==> src/rtl/cache_mem_arbiter_pkg.sv <==
// Shared memory-bus types and arbiter constants for the cache/memory interconnect.
package cache_mem_arbiter_pkg;

  localparam int unsigned ARB_MAX_REQ = 8;
  localparam int unsigned ARB_IDX_W   = 3;
  localparam int unsigned MEM_ADDR_W  = 32;
  localparam int unsigned MEM_DATA_W  = 128;

  typedef struct packed {
    logic [MEM_ADDR_W-1:0] addr;
    logic [MEM_DATA_W-1:0] data;
    logic                  rw;
    logic                  valid;
  } mem_req_type;

  typedef struct packed {
    logic [MEM_DATA_W-1:0] data;
    logic                  ready;
  } mem_data_type;

  typedef enum logic {
    ARB_IDLE = 1'b0,
    ARB_BUSY = 1'b1
  } arb_state_type;

  // Index of the set bit in a one-hot vector (zero when none is set).
  function automatic logic [ARB_IDX_W-1:0] onehot_to_idx(input logic [ARB_MAX_REQ-1:0] oh);
    logic [ARB_IDX_W-1:0] idx;
    idx = '0;
    for (int unsigned i = 0; i < ARB_MAX_REQ; i++) begin
      if (oh[i]) idx = ARB_IDX_W'(i);
    end
    return idx;
  endfunction

endpackage

==> src/rtl/cache_mem_arbiter_rr_select.sv <==
// Round-robin picker: first valid requester at or after the pointer, as a one-hot grant.
module cache_mem_arbiter_rr_select #(
  parameter int unsigned NUM_REQ = 2,
  parameter int unsigned PTR_W   = 1
) (
  input  logic [NUM_REQ-1:0] valid_i,
  input  logic [PTR_W-1:0]   ptr_i,
  output logic [NUM_REQ-1:0] grant_o,
  output logic               any_valid_o
);

  always_comb begin
    int unsigned        idx;
    logic [PTR_W-1:0]   sel;
    grant_o     = '0;
    any_valid_o = 1'b0;
    idx         = 0;
    sel         = '0;
    for (int unsigned i = 0; i < NUM_REQ; i++) begin
      // ptr_i < NUM_REQ, so one subtraction is enough for the wrap
      idx = 32'(ptr_i) + i;
      if (idx >= NUM_REQ) idx = idx - NUM_REQ;
      sel = PTR_W'(idx);
      if (!any_valid_o && valid_i[sel]) begin
        grant_o[sel] = 1'b1;
        any_valid_o  = 1'b1;
      end
    end
  end

endmodule

==> src/rtl/cache_mem_arbiter.sv <==
// Shares one main-memory port between NUM_REQ cache controllers with round-robin grants,
// one whole transaction per grant, owner-only response routing and a stuck-memory watchdog.
module cache_mem_arbiter
  import cache_mem_arbiter_pkg::*;
#(
  parameter int unsigned NUM_REQ        = 2,
  parameter int unsigned TIMEOUT_CYCLES = 256
) (
  input  logic                clk,
  input  logic                rst,
  input  mem_req_type         req_i [NUM_REQ],
  output mem_data_type        rsp_o [NUM_REQ],
  output mem_req_type         mem_req_o,
  input  mem_data_type        mem_rsp_i,
  output logic [NUM_REQ-1:0]  grant_o,
  output logic                busy_o,
  output logic                timeout_o
);

  localparam int unsigned PTR_W   = (NUM_REQ > 1) ? $clog2(NUM_REQ) : 1;
  localparam int unsigned WD_W    = (TIMEOUT_CYCLES > 1) ? $clog2(TIMEOUT_CYCLES) : 1;
  localparam int unsigned WD_LAST = (TIMEOUT_CYCLES > 0) ? TIMEOUT_CYCLES - 1 : 0;
  localparam bit          WD_EN   = (TIMEOUT_CYCLES > 0);

  localparam mem_data_type TIMEOUT_RSP = '{data: '0, ready: 1'b1};

  arb_state_type      state_q;
  mem_req_type        mem_req_q;
  logic [NUM_REQ-1:0] grant_q;
  logic               busy_q;
  logic [PTR_W-1:0]   ptr_q;
  logic [WD_W-1:0]    wd_q;

  logic [NUM_REQ-1:0] valid_vec_c;
  logic [NUM_REQ-1:0] sel_grant_c;
  logic               any_valid_c;
  logic [PTR_W-1:0]   sel_idx_c;
  logic [PTR_W-1:0]   owner_idx_c;
  logic [PTR_W-1:0]   ptr_d;
  mem_req_type        latch_req_c;
  logic               wd_expire_c;
  logic               release_c;

  for (genvar k = 0; k < NUM_REQ; k++) begin : g_valid
    assign valid_vec_c[k] = req_i[k].valid;
  end

  cache_mem_arbiter_rr_select #(
    .NUM_REQ (NUM_REQ),
    .PTR_W   (PTR_W)
  ) u_rr_select (
    .valid_i     (valid_vec_c),
    .ptr_i       (ptr_q),
    .grant_o     (sel_grant_c),
    .any_valid_o (any_valid_c)
  );

  assign sel_idx_c   = PTR_W'(onehot_to_idx(ARB_MAX_REQ'(sel_grant_c)));
  assign owner_idx_c = PTR_W'(onehot_to_idx(ARB_MAX_REQ'(grant_q)));
  assign ptr_d       = (owner_idx_c == PTR_W'(NUM_REQ - 1)) ? '0 : owner_idx_c + PTR_W'(1);

  always_comb begin
    latch_req_c       = req_i[sel_idx_c];
    latch_req_c.valid = 1'b1;
  end

  // Real memory data beats an expiry landing in the same cycle.
  assign wd_expire_c = WD_EN && (state_q == ARB_BUSY) && !mem_rsp_i.ready &&
                       (wd_q == WD_W'(WD_LAST));
  assign release_c   = (state_q == ARB_BUSY) && (mem_rsp_i.ready || wd_expire_c);

  always_ff @(posedge clk or posedge rst) begin
    if (rst) begin
      state_q   <= ARB_IDLE;
      mem_req_q <= '0;
      grant_q   <= '0;
      busy_q    <= 1'b0;
      ptr_q     <= '0;
      wd_q      <= '0;
    end else begin
      case (state_q)
        ARB_IDLE: begin
          if (any_valid_c) begin
            mem_req_q <= latch_req_c;
            grant_q   <= sel_grant_c;
            busy_q    <= 1'b1;
            wd_q      <= '0;
            state_q   <= ARB_BUSY;
          end
        end
        ARB_BUSY: begin
          if (release_c) begin
            mem_req_q.valid <= 1'b0;
            grant_q         <= '0;
            busy_q          <= 1'b0;
            ptr_q           <= ptr_d;
            wd_q            <= '0;
            state_q         <= ARB_IDLE;
          end else if (WD_EN) begin
            wd_q <= wd_q + WD_W'(1);
          end
        end
        default: state_q <= ARB_IDLE;
      endcase
    end
  end

  // Response demux: only the owner sees memory; everyone else reads zero.
  for (genvar k = 0; k < NUM_REQ; k++) begin : g_rsp
    assign rsp_o[k] = !((state_q == ARB_BUSY) && grant_q[k]) ? '0 :
                      (wd_expire_c ? TIMEOUT_RSP : mem_rsp_i);
  end

  assign mem_req_o = mem_req_q;
  assign grant_o   = grant_q;
  assign busy_o    = busy_q;
  assign timeout_o = wd_expire_c;

endmodule
==> config.mk <==
export PLATFORM = sky130hd
export DESIGN_NAME = cache_mem_arbiter
export DESIGN_NICKNAME = d
export VERILOG_FILES = /design/src/rtl/cache_mem_arbiter_pkg.sv /design/src/rtl/cache_mem_arbiter_rr_select.sv /design/src/rtl/cache_mem_arbiter.sv
export SDC_FILE = /design/constraint.sdc
export NUM_CORES = 1
export LEC_CHECK = 0
export BUFFER_PORTS_ARGS = -buffer_cell sky130_fd_sc_hd__clkbuf_2
export CAP_MARGIN = 10
export CORE_AREA = 2 2 340 342
export CTS_CLUSTER_DIAMETER = 150
export DETAILED_ROUTE_END_ITERATION = 10
export DIE_AREA = 0 0 342 344
export PLACE_DENSITY = 0.3
export SYNTH_ARGS = -nofsm -noshare
export SYNTH_HDL_FRONTEND = slang
export SYNTH_SLANG_ARGS = --single-unit
==> constraint.sdc <==
create_clock -name clk -period 12.5 [get_ports clk]
set_input_delay 2.5 -clock clk [delete_from_list [all_inputs] [get_ports clk]]
set_output_delay 2.5 -clock clk [all_outputs]
set_load 0.03 [all_outputs]
==> flow_summary.yaml, run 1 <==
critical_path:
  path_class: "in2out"
  crit_chain: "clkbuf_2, o311a_4, and2_1, clkbuf_2"
  arrival_ps: 4220
  crit_top_cell: "clkbuf_2"
  start_kind: "input pin"
  critical_path.top_delay_family: "compound AO/OA/AOI/OAI gates"
  slowest_stage: "o311a_4"
  max_stage_delay_ps: 950
  cp_max_fo: 128
  crit_path_end_kind: "output pin"
  critPathBufInv: 2
  crit_required_ps: 10000
synthesis:
  synth_nets: 1749
  synth_seq_area_share: 0.404
  ys_ff_latch: 174
  netlist_area_um2: 10800
  syn_area_per_cell_um2: 8.34
  synth_common_cells: "dfrtp_1, o21ai_0, nor2_1"
  ys_async_sr_fraction: 1.00
  yosysMostFrequentCell: "dfrtp_1"
  synth_cells: 1293
  ys_top_cells_by_area: "dfrtp_1, nand3b_1, a31oi_1"
  synth_ff_type: "dfrtp_1"
  synth_cell_type_count: 44
  synth_top_area_cell: "dfrtp_1"
  yosys_warnings: 0
  synth_edf_count: 0
  synth.top_cell.area_share: 0.404
power:
  pwr-share-comb: 0.426
  p_int_mw: 1.34
  peakVddDrop_mv: 0.0784
  clkPwrFrac: 0.261
  p_sw_frac: 0.459
  p_leak_nw: 8.30
  power_density_nw_per_um2: 145
  power.switching_mw: 1.13
  power.share.sequential: 0.314
cts:
  clk_path_buf_depth: 2
  cts_buffers: 17
  post_cts_resized: 0
  cts_tree: "yes"
  clkSinkCount: 174
  clk_latency_ps: 510
  postCtsHoldBufs: 0
  htreeDepth: 4
  clk_pin_slew_ps: 80
  postCtsSetupBuffers: 0
  cts_root_buf: "clkbuf_16"
detailed_routing:
  ant_nets: 0
  drt-met1-wl_mm: 26.8
  viasPerCell: 3.63
  post_drt_wl_per_cell_um: 21.1
  route.detailed.drc: 0
  wl_met3_mm: 6.28
  vias: 13000
  drt_iter0_markers: 758
  dr_wl_met2_mm: 39.5
  drt-pass1-iter-count: 5
  routed_wl_mm: 75.5
  highest_layer: "met5"
status:
  outcome: "complete, no violations"
timing:
  fin_tns_setup_ps: 0
  setup_viol: 0
  slew_violations: 0
  max_freq_ghz: 0.149
  final.min_clock_period_ps: 6720
  holdWs_ps: 552
  slew_headroom: 0.209
  period_share: 0.537
  rsz0062_at_grt: "no"
  skew_ps: 12.5
  tightest_slew_ps: 1190
  hold_violations: 0
min_path:
  hp-class: "reg2reg"
die:
  die_w_um: 342
  fp-row-count: 124
  die_h_um: 344
  die_area_um2: 118000
  core_area_um2: 114000
  initial_utilization: 0.0947
  ioPinCount: 879
global_route:
  antenna_found_initial: 30
  grt_pass1_vias: 12700
  grt_overflow: 0
  grt_max_degree: 129
  grt_pass1_wl_mm: 99.9
  grt_use_total: 0.121
placement:
  hpwl_mm: 58.8
  place_area_um2: 16400
  portBuffers: 878
  gp_congestion: 0.825
layout:
  nets: 2508
  utilization: 0.150
  multiInputGateArea_um2: 5640
  drive_gt1_frac: 0.451
  stdcell_area_um2: 17100
  area_delta_synth_final_pct: 58.4
  fillers: 13300
  regArea_um2: 4350
flow_run:
  drv_cap: 0
-- layout by cell type, fill, tap and decap left out, types with 2 or more instances in the layout --
master / Yosys / final
a21oi_1: 3 / 3
clkbuf_16: 0 / 17
nor3_1: 2 / 2
and3_1: 127 / 127
diode_2: 0 / 7
nand2_1: 10 / 10
inv_1: 6 / 5
nand3b_1: 161 / 161
nand3_1: 2 / 2
or3_1: 2 / 2
and2_1: 131 / 130
dfrtp_1: 174 / 174
o21ai_0: 170 / 170
clkinv_4: 0 / 2
inv_8: 0 / 3
nand4_1: 3 / 3
nor2_1: 164 / 164
and4_1: 2 / 2
buf_4: 3 / 14
inv_6: 0 / 4
bufinv_16: 0 / 4
a31oi_1: 161 / 161
clkbuf_2: 2 / 877
-- final timing paths --
check,startpoint,endpoint,slack [ps],depth (start not counted)
worst max-delay path,mem_rsp_i[0],rsp_o[252],5780,4
worst min-delay path,mem_req_o[138],mem_req_o[138],550,2
worst max register to register,state_q,mem_req_o[105],9410,4
worst min register to register,mem_req_o[138],mem_req_o[138],550,2
max in group asynchronous,rst,mem_req_o[73],8430,4
min in group asynchronous,rst,mem_req_o[127],2080,2
-- layout make-up --
type | count | share of cell area
timing repair buffer | 892 | 0.264
inverter | 7 | 0.00212
sequential | 174 | 0.255
clock inverter | 13 | 0.0119
tap | 1512 | 0.111
antenna | 7 | 0.00103
clock buffer | 18 | 0.0251
multi-input combinational | 960 | 0.330
-- per-layer routing --
layer,up-vias,track usage
met2,564,0.223
met1,6202,0.122
li1,6111,-
met4,24,0.0568
met3,94,0.0430
met5,-,0
-- through the flow --
step	power, mW	setup slack [ps]	std cells
floorplan	1.44	5280	1293
global placement	1.88	5770	3545
detailed placement	1.87	5760	3545
CTS	2.54	5760	3576
global route	2.63	5680	3578
finish	2.47	5780	3583
-- tightest hold or removal path: cells and delay by family, from the launching register on --
kind | cells | cell delay, ps
compound gates | 1 | 40
flops | 1 | 380
simple gates | 1 | 100
-- power by group through the flow --
stage	Combinational (mW)	Clock [mW]	Sequential [mW]
after global routing	1.14	0.697	0.795
after floorplan	0.410	0	1.03
after global placement	1.09	0	0.791
after detailed placement	1.08	0	0.788
after CTS	1.08	0.683	0.779
final	1.05	0.644	0.776
-- cells by family after synthesis --
family	synth area share
adder cells (fa/ha/maj)	0.00116
flip-flops	0.404
buffers and inverters	0.0758
multiplexers	0.000928
AND/OR/NAND/NOR	0.336
AO/OA/AOI/OAI	0.182
-- flip-flops by register name, summed over array words and instances, names as in the netlist --
name	count
busy_o	1
grant_o	2
mem_req_o	161
ptr_q	1
state_q	1
wd_q	8
No activity file was read; power rests on OpenSTA's default activity.
==> run 2: changes to the inputs <==
Clock period 12.5 ns to 5.4 ns, I/O delays scaled along.
==> run 2 against run 1 <==
Against the previous run: worst setup slack got worse by 4400 ps; clock skew increased by 4.9 ps; total power is 130% higher; clock power rose by 120%.
==> flow_summary.yaml, run 2 (synthesis gave the netlist of run 1 again) <==
status:
  outcome: "complete, no violations"
cts:
  postCtsHoldBufs: 0
  clk_pin_slew_ps: 80
  clk_path_buf_depth: 2
  cts_buffers: 17
  postCtsSetupBuffers: 0
  clkSinkCount: 174
  clk_latency_ps: 510
  cts_tree: "yes"
  post_cts_resized: 0
  htreeDepth: 4
  cts_root_buf: "clkbuf_16"
power:
  p_leak_nw: 8.31
  p_sw_frac: 0.468
  peakVddDrop_mv: 0.204
  power_density_nw_per_um2: 328
  power.share.sequential: 0.317
  p_int_mw: 2.99
  pwr-share-comb: 0.434
  power.switching_mw: 2.63
  clkPwrFrac: 0.249
min_path:
  hp-class: "reg2reg"
  min-delay-start: "mem_req_o[77]"
detailed_routing:
  route.detailed.drc: 0
  viasPerCell: 3.57
  drt-pass1-iter-count: 6
  routed_wl_mm: 73.1
  ant_nets: 0
  post_drt_wl_per_cell_um: 20.4
  drt_iter0_markers: 511
  vias: 12800
timing:
  tightest_slew_ps: 1130
  period_share: 0.740
  slew_headroom: 0.248
  slew_violations: 0
  hold_violations: 0
  skew_ps: 17.4
  max_freq_ghz: 0.250
  fin_tns_setup_ps: 0
  rsz0062_at_grt: "no"
  final.min_clock_period_ps: 4000
  setup_viol: 0
layout:
  area_delta_synth_final_pct: 59.1
  nets: 2507
  fillers: 13300
  layout_common_cells: "clkbuf_2, dfrtp_1, o21ai_0"
  largest_register_ffs: 161
  final_common_cell: "clkbuf_2"
  drive_gt1_frac: 0.451
  utilization: 0.151
  stdcell_area_um2: 17200
global_route:
  grt_pass1_wl_mm: 98.4
  grt_use_total: 0.118
  grt_pass1_vias: 12700
  grt_max_degree: 200
  grt_overflow: 0
  antenna_found_initial: 28
critical_path:
  crit_start: "wd_q[0]"
  crit_path_end_kind: "output pin"
  arrival_ps: 2920
  start_kind: "flop"
  cp_max_fo: 128
  crit_required_ps: 4320
  timing.rr.start: "state_q"
  path_class: "reg2out"
flow_run:
  drv_cap: 0
placement:
  gp_congestion: 0.769
  place_area_um2: 16500
  hpwl_mm: 56.4
  portBuffers: 878
die:
  fp-row-count: 124
  die_h_um: 344
  ioPinCount: 879
  initial_utilization: 0.0947
  die_area_um2: 118000
  core_area_um2: 114000
  die_w_um: 342
run 2: worst paths after layout:
check,end,slack (ps),depth (start not counted)
setup / recovery,rsp_o[244],1400,5
hold / removal,mem_req_o[77],550,2
setup reg to reg,mem_req_o[66],3190,4
hold reg to reg,mem_req_o[77],550,2
max in group asynchronous,wd_q[1],4040,3
min in group asynchronous,mem_req_o[86],680,3
run 2: layout make-up:
class	instances	area (um2)	area share
multi-input cells	960	5640	0.329
repair buffers	891	4600	0.268
clock buffers	18	429	0.0250
well taps	1512	1890	0.110
inverters	7	32.5	0.00190
clock inverters	14	175	0.0102
flip-flops and latches	174	4350	0.254
diodes	13	32.5	0.00190
run 2: power groups by stage:
stage | logic (mW) | registers (mW) | clock network, mW
4_1_cts | 2.50 | 1.79 | 1.50
2_1_floorplan | 0.949 | 2.38 | 0
3_5_place_dp | 2.50 | 1.81 | 0
5_1_grt | 2.63 | 1.83 | 1.53
6_report | 2.44 | 1.78 | 1.40
3_3_place_gp | 2.52 | 1.82 | 0
run 2: critical path, cell delays in order (launching register included):
cell and delay, ps:
dfrtp_1 430, ha_1 290, nand3_4 140, o311a_4 920, and2_1 350, clkbuf_2 250
run 2: metal layers:
layer	up-vias	routed length [um]	track usage	share of wire
met5	-	178	0	0.0024
met4	26	1640	0.0373	0.022
met3	77	4900	0.0360	0.067
met2	468	39300	0.225	0.54
met1	6129	27100	0.124	0.37
li1	6123	-	-	-
run 2: stage by stage:
stage / hold WS [ps] / cells / setup WS [ps] / total power [mW]
floorplan: 491 / 1293 / 2100 / 3.33
global placement: 540 / 3544 / 1420 / 4.34
detailed placement: 540 / 3544 / 1400 / 4.31
CTS: 556 / 3576 / 1250 / 5.79
global route: 575 / 3583 / 1160 / 5.99
finish: 551 / 3589 / 1400 / 5.62
